$ cat src/rtl/display_pkg.sv
// Shared definitions for the 7-segment pattern-set select controller.
// Holds the FSM state encoding, the select width and the default timing
// constants (50 MHz board clock).
package display_pkg;

  localparam int unsigned SEL_W               = 2;
  localparam int unsigned DEF_DEBOUNCE_CYCLES = 1_000_000;  // 20 ms at 50 MHz
  localparam int unsigned DEF_AUTO_PERIOD     = 50_000_000; // 1 s at 50 MHz

  typedef enum logic {
    ST_MANUAL = 1'b0,
    ST_AUTO   = 1'b1
  } state_e;

endpackage

$ cat src/rtl/key_debounce.sv
// Single pushbutton front end: 2-flop synchroniser, stability counter,
// debounced level and a one-cycle press strobe on a debounced 1->0 edge.
// Ports:
//   clk, rst  - clock, synchronous active-high reset
//   key_n     - raw active-low button, asynchronous to clk
//   press     - registered one-cycle pulse per debounced press
module key_debounce
  import display_pkg::*;
#(
  parameter int unsigned DEBOUNCE_CYCLES = DEF_DEBOUNCE_CYCLES
) (
  input  logic clk,
  input  logic rst,
  input  logic key_n,
  output logic press
);

  localparam int unsigned CNT_W = $clog2(DEBOUNCE_CYCLES);
  localparam logic [CNT_W-1:0] CNT_LAST = CNT_W'(DEBOUNCE_CYCLES - 1);

  logic             sync1_q, sync1_d;
  logic             sync2_q, sync2_d;
  logic             level_q, level_d;
  logic             press_q, press_d;
  logic [CNT_W-1:0] cnt_q,   cnt_d;

  // Count cycles of disagreement; adopt the new level after a full window.
  always_comb begin
    sync1_d = key_n;
    sync2_d = sync1_q;
    level_d = level_q;
    cnt_d   = '0;
    if (sync2_q != level_q) begin
      if (cnt_q == CNT_LAST) begin
        level_d = sync2_q;
      end else begin
        cnt_d = cnt_q + CNT_W'(1);
      end
    end
    press_d = level_q & ~level_d;
  end

  always_ff @(posedge clk) begin
    if (rst) begin
      sync1_q <= 1'b1;
      sync2_q <= 1'b1;
      level_q <= 1'b1;
      press_q <= 1'b0;
      cnt_q   <= '0;
    end else begin
      sync1_q <= sync1_d;
      sync2_q <= sync2_d;
      level_q <= level_d;
      press_q <= press_d;
      cnt_q   <= cnt_d;
    end
  end

  assign press = press_q;

endmodule

$ cat src/rtl/display_select_ctrl.sv
// Upstream controller for the three-digit 7-segment pattern decoder.
// Debounces three buttons and steps the 2-bit pattern-set select either
// manually (next/prev) or automatically every AUTO_PERIOD cycles.
// Ports:
//   clk, rst            - clock, synchronous active-high reset
//   key_next_n/prev_n   - raw active-low step buttons
//   key_mode_n          - raw active-low MANUAL/AUTO toggle button
//   select              - registered pattern-set code
//   auto_active         - registered, high in AUTO state
//   step_pulse          - one-cycle strobe in the first cycle of a new select
module display_select_ctrl
  import display_pkg::*;
#(
  parameter int unsigned DEBOUNCE_CYCLES = DEF_DEBOUNCE_CYCLES,
  parameter int unsigned AUTO_PERIOD     = DEF_AUTO_PERIOD
) (
  input  logic             clk,
  input  logic             rst,
  input  logic             key_next_n,
  input  logic             key_prev_n,
  input  logic             key_mode_n,
  output logic [SEL_W-1:0] select,
  output logic             auto_active,
  output logic             step_pulse
);

  localparam int unsigned TMR_W = $clog2(AUTO_PERIOD);
  localparam logic [TMR_W-1:0] TMR_LAST = TMR_W'(AUTO_PERIOD - 1);

  logic press_next, press_prev, press_mode;

  key_debounce #(.DEBOUNCE_CYCLES(DEBOUNCE_CYCLES)) u_next (
    .clk(clk), .rst(rst), .key_n(key_next_n), .press(press_next)
  );
  key_debounce #(.DEBOUNCE_CYCLES(DEBOUNCE_CYCLES)) u_prev (
    .clk(clk), .rst(rst), .key_n(key_prev_n), .press(press_prev)
  );
  key_debounce #(.DEBOUNCE_CYCLES(DEBOUNCE_CYCLES)) u_mode (
    .clk(clk), .rst(rst), .key_n(key_mode_n), .press(press_mode)
  );

  state_e           state_q,       state_d;
  logic [TMR_W-1:0] timer_q,       timer_d;
  logic [SEL_W-1:0] select_q,      select_d;
  logic             auto_active_q, auto_active_d;
  logic             step_pulse_q,  step_pulse_d;
  logic             any_step;
  logic             tick;

  // Next-state: manual steps win over the auto tick, mode toggle wins over
  // the auto tick, and a mode toggle still applies a simultaneous step.
  always_comb begin
    state_d  = state_q;
    timer_d  = timer_q;
    select_d = select_q;
    any_step = press_next | press_prev;
    tick     = (state_q == ST_AUTO) && (timer_q == TMR_LAST);

    if (state_q == ST_AUTO) begin
      timer_d = tick ? '0 : timer_q + TMR_W'(1);
    end

    if (press_next && !press_prev) begin
      select_d = select_q + SEL_W'(1);
    end else if (press_prev && !press_next) begin
      select_d = select_q - SEL_W'(1);
    end else if (tick && !any_step && !press_mode) begin
      select_d = select_q + SEL_W'(1);
    end

    if (any_step && (state_q == ST_AUTO)) begin
      timer_d = '0;
    end

    if (press_mode) begin
      state_d = (state_q == ST_AUTO) ? ST_MANUAL : ST_AUTO;
      timer_d = '0;
    end

    auto_active_d = (state_d == ST_AUTO);
    step_pulse_d  = (select_d != select_q);
  end

  always_ff @(posedge clk) begin
    if (rst) begin
      state_q       <= ST_MANUAL;
      timer_q       <= '0;
      select_q      <= '0;
      auto_active_q <= 1'b0;
      step_pulse_q  <= 1'b0;
    end else begin
      state_q       <= state_d;
      timer_q       <= timer_d;
      select_q      <= select_d;
      auto_active_q <= auto_active_d;
      step_pulse_q  <= step_pulse_d;
    end
  end

  assign select      = select_q;
  assign auto_active = auto_active_q;
  assign step_pulse  = step_pulse_q;

endmodule

$ cat config.mk
export PLATFORM = sky130hd
export DESIGN_NAME = display_select_ctrl
export DESIGN_NICKNAME = d
export VERILOG_FILES = /design/src/rtl/display_pkg.sv /design/src/rtl/key_debounce.sv /design/src/rtl/display_select_ctrl.sv
export SDC_FILE = /design/constraint.sdc
export NUM_CORES = 1
export LEC_CHECK = 0
export ABC_AREA = 1
export BUFFER_PORTS_ARGS = -buffer_cell sky130_fd_sc_hd__buf_2
export CAP_MARGIN = 20
export CORE_MARGIN = 1
export CORE_UTILIZATION = 25
export DETAILED_ROUTE_END_ITERATION = 6
export PLACE_DENSITY_LB_ADDON = 0.3
export SLEW_MARGIN = 20
export SYNTH_ARGS = -nofsm -noshare
export SYNTH_HDL_FRONTEND = slang
export SYNTH_SLANG_ARGS = --single-unit
$ cat constraint.sdc
create_clock -name clk -period 1.95 [get_ports clk]
set_input_delay 0.0975 -clock clk [delete_from_list [all_inputs] [get_ports clk]]
set_output_delay 0.0975 -clock clk [all_outputs]
set_load 0.02 [all_outputs]
==> results.md, run 1 <==
* Status: finished, final reports clean
* Asr flop ratio synth at 0%
* Hold Crit Class: in -> reg
* Post-route insts no fill at ~1000
* Crit path max-delay cell type: a21oi_4
* Power density cells at between 600 and 700 nW/um2
* Boundary pin count at 9
* CTS Root Cell: clkbuf_16
* CTS Sinks at 102
* Leading area contributor after synthesis: dfxtp_1
* # setup viols final at 0
* Leading cell types in the layout, fill and taps excluded: 157 x nand2_1, 102 x nor2_1, 102 x dfxtp_1
* Final Max Slew Viols at 0
* Final WL at 10.6 mm
* Netlist cell types at 45
* Hold_ws at about 26 ps
* Vias in the first global route at ~4200
* Crit path top cell by count: nand2_1
* Nets@finish at roughly 770
* Die X at around 150 um
* Gr usage total at a little over a tenth
* DIE AREA at 21400 um2
* ANT cells at 0
* Total grt overflow at 0
* Final hold violations at 0
* Post-synthesis compound-gate area fraction at approximately 8%
* Antenna violations before repair at 0
* Max incr delay on CP at between 400 and 500 ps
* Synthesized area at 5210 um2
* Routed len/inst at ~10 um
* Initial DRC count at 220
* WP data required at about 2200 ps
* CTS tree: yes
* Crit path launch type: flip-flop
* Layout cells sized above 1 at a little over an eighth
* Fraction of synthesized area in multiplexers at less than 1%
* Critical path class: reg -> reg
* Worst Slack Setup Final at 233 ps
* Slew @ Worst Pin at ~480 ps
* Rel. slew slack at between 60% and 70%
* Residual DRC count at 0
* Setup TNS at 0 ps
* Post-route ant nets at 0
* Max Freq at about 580 MHz
* Number of buffers and inverters on the critical path at 1
* FF+latch count, synth at ~100
* TritonCTS buffer count at 9
* Worst reg2reg startpoint: timer_q[1]
* Crit-path cells: ha_1 > nand2_1 > nor2_1 > nand2_1 > nor2_4 > a21oi_4 > inv_1 > nor3b_2
* Clk pin slew, worst setup/hold paths at ~70 ps
* Largest net degree at the start of global routing at 21
* Clk buf depth at 2
* Register area share after synthesis at 39.2%
* Cells after Synth at about 740
* Synth top area share at about two fifths
* # port buffers at 8
* Die height at between 100 and 150 um
* Number of max-cap violations at 0
* Dpl ws at about 180 ps
* Clock Latency Late Sink at between 300 and 400 ps
* Main combinational cell family by area after synthesis: simple AND/OR/NAND/NOR gates
* CORE AREA at 20300 um2
* Unrepaired setup endpoints after global routing: false
* Placed cells at slightly above 1000
* Crit. Startpoint: timer_q[1]
* Vias per std cell at between 4 and 5
* Hold wc startpoint: rst
* VDD IR max at about 0.4 mV
* Post-Syn Nets at ~750
* Placer Congestion at 0.805
* Minimum clock period after layout at between 1500 and 2000 ps
* Top cells by area, synth: dfxtp_1 39%, nand2_1 11%, nor2_1 7.4%
* CP endpoint kind: flip-flop
* Hpwl dp at 7.87 mm
* Drt first pass iters at 4
* Commonest non-fill, non-tap cell in the layout: nand2_1
* Vias at approximately 4400
* Simple-gate share of the synthesized area at around 40%
* Adder-cell share of the synthesized area at 0.961%
* Clk_skew at 7.33 ps
* Critical-path maximum fanout at 15
* Syn. warnings at 0
* Top FF cell, synth: dfxtp_1
* Total power at between 4 and 5 mW
* Family with the most delay on the worst path: simple AND/OR/NAND/NOR gates
* Area growth syn-to-layout at 13.8%
* Arrival time worst endpoint at around 2000 ps
* Synth Area in XOR/XNOR at 2.86%
* First-pass GRT wire length at between 15 and 20 mm
* Reg2Reg Setup Slack at 230 ps
* CTS H-tree lvls at 3
* Synth Area per Inst at 7.02 um2
* EDFF count, synth at 0
* Tcrit/Tclk final at between 80% and 90%
* Initial core utilization at 25.7%
* Leak at just under 2 nW
* # rows at 52
-- synthesized netlist by cell type (2+ instances only) --
cell type,n
nand2_1,157
dfxtp_1,102
nor2_1,102
inv_1,87
a21oi_1,45
nand3_1,41
nor3_1,36
nand4_1,27
nor2_2,18
xor2_1,15
o21ai_0,11
inv_2,10
nand2_2,8
or2_2,8
nor2_4,6
or2_0,6
nand3_2,5
nor3b_1,5
o21ai_1,5
buf_4,4
ha_1,4
nor3b_2,4
a31oi_1,3
buf_2,3
nor3_2,3
o211ai_1,3
and3_1,2
buf_6,2
nand3b_1,2
or3_1,2
xnor2_1,2
-- path summary, 6_finish.rpt --
check	cells past startpoint	to
worst max-delay path	8	timer_q[19]
worst min-delay path	2	select[1]
worst max register to register	8	timer_q[19]
worst min register to register	1	u_mode.sync2_q
-- worst register-to-register path: stages (launching register included) --
cell and delay [ps]:
dfxtp_1 330, ha_1 210, nand2_1 90, nor2_1 50, nand2_1 100, nor2_4 60, a21oi_4 410, inv_1 180
nor3b_2 200
-- flip-flops by register name (all words and copies together) (netlist names) --
signal / flops
timer_q: 26
u_mode.cnt_q: 20
u_next.cnt_q: 20
u_prev.cnt_q: 20
select: 2
auto_active: 1
step_pulse: 1
u_mode.level_q: 1
u_mode.press: 1
u_mode.sync1_q: 1
u_mode.sync2_q: 1
u_next.level_q: 1
u_next.press: 1
u_next.sync1_q: 1
u_next.sync2_q: 1
u_prev.level_q: 1
u_prev.press: 1
u_prev.sync1_q: 1
u_prev.sync2_q: 1
-- logic make-up (layout without fill, tap and decap cells) --
group                      Yosys count  count (layout)
AOI/OAI and AO/OA                   74              74
buffers and inverters              108             133
muxes                                1               1
and+or+nand+nor                    436             436
xor gates and xnor gates            17              17
adders and majority gates            4               4
DFF                                102             102
-- through the flow --
| step | utilization [%] | area, um2 |
|---|---|---|
| after floorplan | - | 5210 |
| after global placement | 27.5 | 5590 |
| after detailed placement | 27.5 | 5590 |
| after CTS | 29.2 | 5920 |
| after global routing | 29.2 | 5930 |
| final | 29.2 | 5930 |
-- layer usage --
| metal | track usage [%] | vias up | part of all wire, % |
|---|---|---|---|
| li1 | - | 2434 | - |
| met2 | 17.4 | 32 | 44 |
| met5 | 0 | - | 0 |
| met3 | 2.94 | 12 | 2.9 |
| met1 | 14.2 | 1967 | 52 |
| met4 | 3.33 | 0 | 1.3 |
-- where the power goes --
| part | internal [mW] | leakage (nW) | switching [mW] |
|---|---|---|---|
| logic | 0.0232 | 0.973 | 0.0362 |
| registers | 2.09 | 0.823 | 0.00390 |
| clock network | 1.01 | 0.151 | 0.849 |
-- timing repair --
item,CTS,global route
endpoints found under the setup margin,0,7
hold endpoints to repair,3,0
gates resized for setup,0,1
hold buffers,3,0
buffers inserted,0,0
-- cell type report --
class | count | area (um2)
timing repair buffer | 19 | 143
inverter | 98 | 368
clock buffer | 9 | 225
clock inverter | 7 | 78.8
fill | 2291 | 14400
tap | 270 | 338
sequential | 102 | 2040
multi-input combinational | 532 | 2730
Note: power is estimated with default switching activity, not from simulation.
==> run 2: changes to the inputs <==
--- a/config.mk
+++ b/config.mk
@@ -5,7 +5,6 @@
 export SDC_FILE = /design/constraint.sdc
 export NUM_CORES = 1
 export LEC_CHECK = 0
-export ABC_AREA = 1
 export BUFFER_PORTS_ARGS = -buffer_cell sky130_fd_sc_hd__buf_2
 export CAP_MARGIN = 20
 export CORE_MARGIN = 1
==> run 2 against run 1 <==
Compared with the run above: power grew 0.30%; worst hold slack improved by 120 ps; synthesized area fell by 9.9%; global-route usage shrank 0.096 points; routed wire length fell by 7.9%; sequential cell count stayed put; largest power group unchanged.
==> results.md, run 2 <==
* Antenna violations before repair at 0 (unchanged)
* Vias at 3971 (was 4445)
* Die height at 139 um (was 146 um)
* Commonest non-fill, non-tap cell in the layout: dfxtp_1 (was nand2_1)
* Post-route insts no fill at 806 (was 1037)
* Synth Area per Inst at 8.64 um2 (was 7.02 um2)
* Final hold violations at 0 (unchanged)
* # port buffers at 8 (unchanged)
* Leading area contributor after synthesis: dfxtp_1 (unchanged)
* Area growth syn-to-layout at 17.4% (was 13.8%)
* Gr usage total at 10.8% (was 10.9%)
* Final WL at 9.80 mm (was 10.6 mm)
* Netlist cell types at 45 (unchanged)
* Top FF cell, synth: dfxtp_1 (unchanged)
* Hpwl dp at 6.90 mm (was 7.87 mm)
* Boundary pin count at 9 (unchanged)
* Arrival time worst endpoint at 2090 ps (was 2000 ps)
* Hold wc startpoint: rst (unchanged)
* Hold Path Sink: auto_active (was select[1])
* Largest net degree at the start of global routing at 21 (unchanged)
* Initial core utilization at 25.8% (was 25.7%)
* Vias per std cell at 4.93 (was 4.29)
* Register area share after synthesis at 43.5% (was 39.2%)
* Critical path class: reg -> reg (unchanged)
* Unrepaired setup endpoints after global routing: false (unchanged)
* DIE AREA at 19300 um2 (was 21400 um2)
* Nets@finish at 582 (was 771)
* Post-Syn Nets at 552 (was 751)
* Most numerous cell in the Yosys netlist: dfxtp_1 (was nand2_1)
* Status: finished, final reports clean (unchanged)
* CTS Root Cell: clkbuf_16 (unchanged)
* CORE AREA at 18200 um2 (was 20300 um2)
* Number of max-cap violations at 0 (unchanged)
* Slew @ Worst Pin at 380 ps (was 481 ps)
* Drt first pass iters at 4 (unchanged)
* EDFF count, synth at 0 (unchanged)
* # setup viols final at 0 (unchanged)
* Synth top area share at 43.5% (was 39.2%)
* Residual DRC count at 0 (unchanged)
* Commonest cells post-synth: 102 x dfxtp_1, 63 x nor2_1, 33 x a21oi_1 (was 157 x nand2_1, 102 x dfxtp_1, 102 x nor2_1)
* Leak at 1.76 nW (was 1.95 nW)
* WHS Path Cells at 2 (unchanged)
* CTS H-tree lvls at 3 (unchanged)
* Post-route ant nets at 0 (unchanged)
* Vias in the first global route at 3760 (was 4226)
* Final Max Slew Viols at 0 (unchanged)
* Clk_skew at 12.4 ps (was 7.33 ps)
* Syn. warnings at 0 (unchanged)
* CTS tree: yes (unchanged)
* Reg2Reg Setup Slack at 110 ps (was 230 ps)
* TritonCTS buffer count at 9 (unchanged)
* Hold Crit Class: in -> reg (unchanged)
* Hold_ws at 141 ps (was 25.5 ps)
* Clk buf depth at 2 (unchanged)
* Leading cell types in the layout, fill and taps excluded: 102 x dfxtp_1, 63 x nor2_1, 33 x a21oi_1 (was 157 x nand2_1, 102 x nor2_1, 102 x dfxtp_1)
* Tcrit/Tclk final at 94.1% (was 88.0%)
* Critical-path maximum fanout at 19 (was 15)
* Initial DRC count at 174 (was 220)
* CTS Sinks at 102 (unchanged)
* Asr flop ratio synth at 0% (unchanged)
* First-pass GRT wire length at 17.3 mm (was 19.1 mm)
* Max Freq at 545 MHz (was 583 MHz)
* Top reg by flops: timer_q (unchanged)
* FF+latch count, synth at 102 (unchanged)
* WP data required at 2200 ps (was 2230 ps)
* Placed cells at 788 (was 1018)
* Crit-path cells: or4_1 > or4_4 > o21ai_4 > buf_12 > nor2_1 (was ha_1 > nand2_1 > nor2_1 > nand2_1 > nor2_4 > a21oi_4 > inv_1 > nor3b_2)
* Clock Latency Late Sink at 350 ps (about the same)
* Placer Congestion at 0.722 (was 0.805)
* VDD IR max at 0.384 mV (was 0.400 mV)
* Worst-case reg-to-reg path depth at 5 (was 8)
* Rel. slew slack at 74.3% (was 67.9%)
* Crit path max-delay cell type: or4_1 (was a21oi_4)
* Worst reg2reg startpoint: u_mode.cnt_q[13] (was timer_q[1])
* CP endpoint kind: flip-flop (unchanged)
* Max FFs per register at 26 (unchanged)
* Max incr delay on CP at 550 ps (was 410 ps)
* Total grt overflow at 0 (unchanged)
* Power density cells at 731 nW/um2 (was 677 nW/um2)
* Synthesized area at 4690 um2 (was 5210 um2)
* Crit path launch type: flip-flop (unchanged)
* Minimum clock period after layout at 1840 ps (was 1720 ps)
* Routed len/inst at 12.2 um (was 10.3 um)
* # rows at 49 (was 52)
* Die X at 139 um (was 146 um)
* Layout Utilization at 30.3% (was 29.2%)
* Setup TNS at 0 ps (unchanged)
* # Post-CTS Setup Buffers at 0 (unchanged)
* Cells after Synth at 543 (was 742)
* ANT cells at 0 (unchanged)
* RR Endpoint: u_mode.cnt_q[10] (was timer_q[19])
* Total power at 4.03 mW (was 4.01 mW)
* Clk pin slew, worst setup/hold paths at 70 ps (about the same)
* Layout cells sized above 1 at 12.1% (was 13.3%)
* Top cells by area, synth: dfxtp_1 44%, xor2_1 5.2%, nor2_1 5.0% (was dfxtp_1 39%, nand2_1 11%, nor2_1 7.4%)
## run 2: critical path, delay by kind of cell, from the launching register on
family,cells,cell delay (ps)
simple gates,3,1060
compound gates,1,160
buf+inv,1,160
flops,1,340
## run 2: kinds of logic (layout without fill, tap and decap cells)
family          after synthesis  count (layout)  synth area share, %
fa+ha+maj                     4               4                 1.07
simple gates                267             267                 32.0
flops                       102             102                 43.5
mux                           1               1                0.213
buf+inv                      36              70                 3.25
xor+xnor                     53              53                 9.89
compound gates               80              80                 10.1
## run 2: area by class of cell
type	instances	area, um2
fill	1890	12700
multi-input combinational	405	2510
sequential	102	2040
timing repair buffer	43	323
tap	229	287
clock buffer	10	239
clock inverter	5	66.3
inverter	12	45.0
## run 2: worst max path at each step
| stage | start | end |
|---|---|---|
| 2_1_floorplan | auto_active | timer_q[25] |
| 3_3_place_gp | u_mode.cnt_q[13] | u_mode.cnt_q[18] |
| 3_5_place_dp | u_mode.cnt_q[13] | u_mode.cnt_q[18] |
| 4_1_cts | u_mode.cnt_q[13] | u_mode.cnt_q[19] |
| 5_1_grt | u_next.cnt_q[0] | u_next.cnt_q[18] |
| 6_report | u_mode.cnt_q[13] | u_mode.cnt_q[10] |
## run 2: where the power goes
part,leakage (nW),switching (mW),total [mW],internal (mW)
clock,0.147,0.809,1.85,1.04
combinational,0.788,0.0440,0.0764,0.0324
sequential,0.823,0.0100,2.10,2.09
total,1.76,0.863,4.03,3.16
## run 2: timing repair
action / in CTS / in global routing
hold endpoints to repair: 3 / 0
hold buffers: 3 / 0
endpoints found under the setup margin: 0 / 3
resized for setup: 0 / 2
## run 2: metal layers
layer	vias to the layer above	part of all wire (%)	global-route usage (%)
met4	0	1.4	3.74
met1	1902	50	13.6
met2	39	46	17.8
li1	2020	-	-
met3	10	2.7	2.59
met5	-	0	0
## run 2: stage by stage
stage | cell area, um2 | worst slack [ps]
floorplan | 4690 | 75.5
global placement | 5160 | 154
detailed placement | 5160 | 116
CTS | 5500 | 107
global route | 5510 | 10.2
finish | 5510 | 114
